`src/rtl/multiply_unit.sv`:
```
// multiply_unit: registered 16x16->32 multiplier, signed (SMULL) or unsigned (UMULL)
module multiply_unit (
  input  logic        clk,
  input  logic        rst,
  input  logic [15:0] operand_a,
  input  logic [15:0] operand_b,
  input  logic        is_signed,
  output logic [15:0] result_lo,
  output logic [15:0] result_hi
);
  logic [31:0] w_a, w_b, w_p, r_p;
  // Low 32 bits of a 32x32 product equal the exact 16x16 product once operands are extended per mode
  assign w_a = {{16{is_signed & operand_a[15]}}, operand_a};
  assign w_b = {{16{is_signed & operand_b[15]}}, operand_b};
  assign w_p = w_a * w_b;
  always_ff @(posedge clk) r_p <= rst ? 32'h0 : w_p;
  assign result_lo = r_p[15:0];
  assign result_hi = r_p[31:16];
endmodule

```
`config.mk`:
```
export PLATFORM = sky130hd
export DESIGN_NAME = multiply_unit
export DESIGN_NICKNAME = d
export VERILOG_FILES = /design/src/rtl/multiply_unit.sv
export SDC_FILE = /design/constraint.sdc
export NUM_CORES = 1
export LEC_CHECK = 0
export CORE_ASPECT_RATIO = 1.25
export CORE_UTILIZATION = 33
export CTS_CLUSTER_SIZE = 20
export DETAILED_ROUTE_END_ITERATION = 8
export PLACE_DENSITY = 0.56
export SLEW_MARGIN = 20
export SYNTH_ARGS = -nofsm -noshare
export SYNTH_HDL_FRONTEND = slang
export SYNTH_SLANG_ARGS = --single-unit
```
`constraint.sdc`:
```
create_clock -name clk -period 15 [get_ports clk]
set_clock_uncertainty 0.15 [all_clocks]
set_input_delay 3.75 -clock clk [delete_from_list [all_inputs] [get_ports clk]]
set_output_delay 3.75 -clock clk [all_outputs]
set_load 0.01 [all_outputs]
```
==> Word-level counts from Yosys, hierarchy flattened <==
Cells that the tools add are included.
W data, S select, Z words.
{ "op_classes": {"n_mul": 1, "n_bitwise": 2} }
{ "ops": {"columns": ["op", "count"], "rows": [
  ["$mul A17 B17 Y32", 1],
  ["$and A1 B1 Y1", 2]
]} }
{ "totals": {"reg_bits": 32, "input_bits": 35, "out_inout_bits": 32, "word_cells": 4} }

==> Depth between registers and ports, before layout <==
{ "logic_depth": {"ltp_word": 2, "depth_mapped": 23} }

==> Least setup slack after synthesis <==
Ideal clock, no wire load.
{ "synth_path": {"path_type": "input port to flip-flop", "start": "input operand_b[6]", "end": "register r_p[25]", "setup_ns": 0.123, "arrival_time_ns": 9.354, "slack_ns": 5.373, "cell_stages": 22, "path_cell_list": "clkbuf_1 -> clkbuf_1 -> nand2_1 -> fa_1 -> inv_1 -> fa_1 -> inv_1 -> fa_1 -> inv_1 -> fa_1 -> fa_1 -> inv_1 -> fa_1 -> inv_1 -> ha_1 -> a21oi_2 -> nand2_1 -> a221oi_1 -> o21ai_1 -> a311o_1 -> a21boi_1 -> mux2_1"} }
{ "synth_between": {"elab_chain_cells": 1} }
{ "synth_lines": {"columns": ["item", "line_no", "text"], "rows": [
  ["start: declaration", "6", "input logic [15:0] operand_b,"],
  ["$mul A17 B17 Y32", "15", "assign w_p = w_a * w_b;"],
  ["end signal: assignment", "16", "always_ff @(posedge clk) r_p <= rst ? 32'h0 : w_p;"],
  ["end: declaration", "11", "logic [31:0] w_a, w_b, w_p, r_p;"]
]} }
No other way between the ends.
A chain may end at the register's enable or synchronous reset.

==> Final worst setup path <==
{ "layout_path": {"start": "input operand_a[15]", "end": "register r_p[29]"} }
{ "layout_between": {"elab_chain_cells": 2} }
{ "layout_lines": {"columns": ["item", "line_no", "text"], "rows": [
  ["start: declaration", "5", "input logic [15:0] operand_a,"],
  ["$and A1 B1 Y1", "13", "assign w_a = {{16{is_signed & operand_a[15]}}, operand_a};"],
  ["$mul A17 B17 Y32 (*)", "15", null]
]} }
Mark *: on every way between the ends. The rest lies on a longest branch, timed or not.

==> impl_metrics.yaml <==
run_status:
  status: "finished, final reports clean"
clock_network:
  clk_pin_slew_ps: 60
  cts_sinks: 32
  cts-resized-gates: 0
  numCtsBuffers: 5
  postCtsHoldBufs: 0
  cts_tree: "built"
  postCtsSetupRepairBufs: 0
  cts_root_buf: "clkbuf_16"
  htreeDepth: 2
  cts_buffer_depth: 2
yosys:
  ys_types: 50
  synthTopCellsByArea: "fa_1 49%, inv_1 11%, ha_1 8.9%"
  synth_edf_count: 0
  synth_cells: 1263
  ys_dominant_reg_cell: "dfxtp_1"
  yosysTopAreaCell: "fa_1"
  async_flop_share_pct: 0
  syn_avg_cell_area_um2: 9.095
  postSynthNetCount: 1662
  synth_seq_cells: 32
  yosys_warnings: 0
  synth_top_area_share_pct: 49.14
  ys_seq_area_share_pct: 5.577
  synth_area_um2: 11490
floorplanning:
  dieArea_um2: 35560
  start_util_pct: 33.46
  rows: 76
  dieWidth_um: 168.9
  core_um2: 34330
  ios: 67
  die_h_um: 210.6
timing:
  fmax_mhz: 94.27
  slew_headroom_pct: 37.26
  period_share_pct: 70.72
  setup_slack_ps: 4393
  setup_tns_ps: 0
  setup_violations: 0
  report.final.hold_viol_count: 0
  grt_setup_unrepaired: "no"
  layout_min_cycle_time_ps: 10610
  tightest_slew_ps: 938.1
  drv_slew: 0
global_route:
  grt_pass1_wl_mm: 49.47
  grt_pass1_vias: 9611
  grt_use_total_pct: 18.17
  grt_max_degree: 36
  antenna_found_initial: 0
  grt_overflow: 0
final_layout:
  nNetsFinal: 1692
  reg_top3: "r_p (32)"
  largest-register: "r_p"
  area_growth_pct: 10.99
  largest_reg_flops: 32
  drive_above_1_share_pct: 2.243
  final_cells: 1762
job:
  maxCapViolCount: 0
critical_path:
  crit_path_start_kind: "primary input"
  critPathArrivalTime_ps: 10610
  path_class: "in -> reg"
  required_ps: 15010
  crit_path_end_kind: "flip-flop"
  worstPathMaxFanout: 26
routing:
  drtPass1Iterations: 4
  drc: 0
  vias: 8275
  drtIter0Drc: 320
  wirelength_mm: 29.41
  routed_via_density: 4.696
  final_antenna_net_count: 0
  drt-wirelength-per-cell_um: 16.69
place:
  dp.cells: 1754
  gp_congestion: 0.8191
  dpl.hpwl_mm: 23.47
  place_ws_ps: 4090
  io_buffers: 66
worst_hold_path:
  hold_class: "in -> reg"
  hold-path-cell-count: 4
-- cell usage in the layout, fill, tap and decap left out, drive strengths merged, types with 2 or more instances in the layout --
cell	netlist	routed
a21o	7	7
inv	324	324
nand4	4	4
o211ai	5	5
buf	0	6
clkdlybuf4s50	0	66
nor2	42	42
nand2	150	150
nand2b	2	2
mux2	3	3
and3	9	9
fa	282	282
and2	131	131
a211oi	5	5
a21boi	4	4
xnor2	24	24
a31o	2	2
a21oi	23	23
or2	6	6
clkbuf	49	7
a211o	2	2
nand3	4	4
and4	4	4
nor2b	8	8
o21ai	15	15
xor2	4	4
ha	82	82
o211a	2	2
dfxtp	32	32
o21a	10	10
nor3	12	12
-- Yosys cell counts (all sizes together) (10+ instances only) --
library cell / instances
nor2: 42
xnor2: 24
nand2: 150
ha: 82
nor3: 12
a21oi: 23
o21a: 10
inv: 324
dfxtp: 32
and2: 131
fa: 282
clkbuf: 49
o21ai: 15
-- worst max-delay path: stages --
cell,delay (ps)
clkdlybuf4s50_1,1010
and2_1,390
nand2_1,180
inv_1,150
fa_1,470
fa_1,650
inv_1,200
fa_1,520
fa_1,570
fa_1,430
fa_1,490
inv_1,40
ha_1,400
and4_1,290
nand3_1,140
a211o_1,250
o211ai_1,240
o22ai_1,190
xnor2_1,190
nor2_1,60
-- metrics by stage --
| step | area (µm²) | utilization (%) | hold WS, ps |
|---|---|---|---|
| after global routing | 12750 | 37.13 | 4123 |
| after global placement | 12590 | 36.69 | 4335 |
| after detailed placement | 12590 | 36.69 | 4335 |
| after CTS | 12750 | 37.13 | 4086 |
| after floorplan | 11490 | - | 3888 |
| final | 12750 | 37.14 | 4086 |
-- per-layer routing --
metal	GRT usage, %	share of wire (%)
met4	6.113	3.6
met3	1.446	2.4
met5	0	0
met2	36.46	57
met1	19.63	37
-- kinds of logic (layout without fill, tap and decap cells) --
family / Yosys count / after routing / synth area share [%]
simple gates: 377 / 377 / 16.38
buf+inv: 373 / 403 / 12.19
fa+ha+maj: 364 / 364 / 58.08
compound gates: 86 / 86 / 5.348
flops: 32 / 32 / 5.577
xor+xnor: 28 / 28 / 2.135
mux: 3 / 3 / 0.2941
other cells: 0 / 1 / 0
-- final timing paths --
kind / start / to
max: operand_a[15] / r_p[29]
min: operand_a[0] / r_p[0]
-- area by class of cell --
type | instances | area [µm²]
antenna | 1 | 2.502
clock buffer | 7 | 152.6
fill | 3551 | 21580
inverter | 324 | 1216
multi-input combinational | 858 | 9447
sequential | 32 | 640.6
tap | 468 | 585.6
timing repair buffer | 72 | 705.7
Power is not shown: default switching activity piles up to over one toggle a cycle in this logic, so the estimate is an artifact.
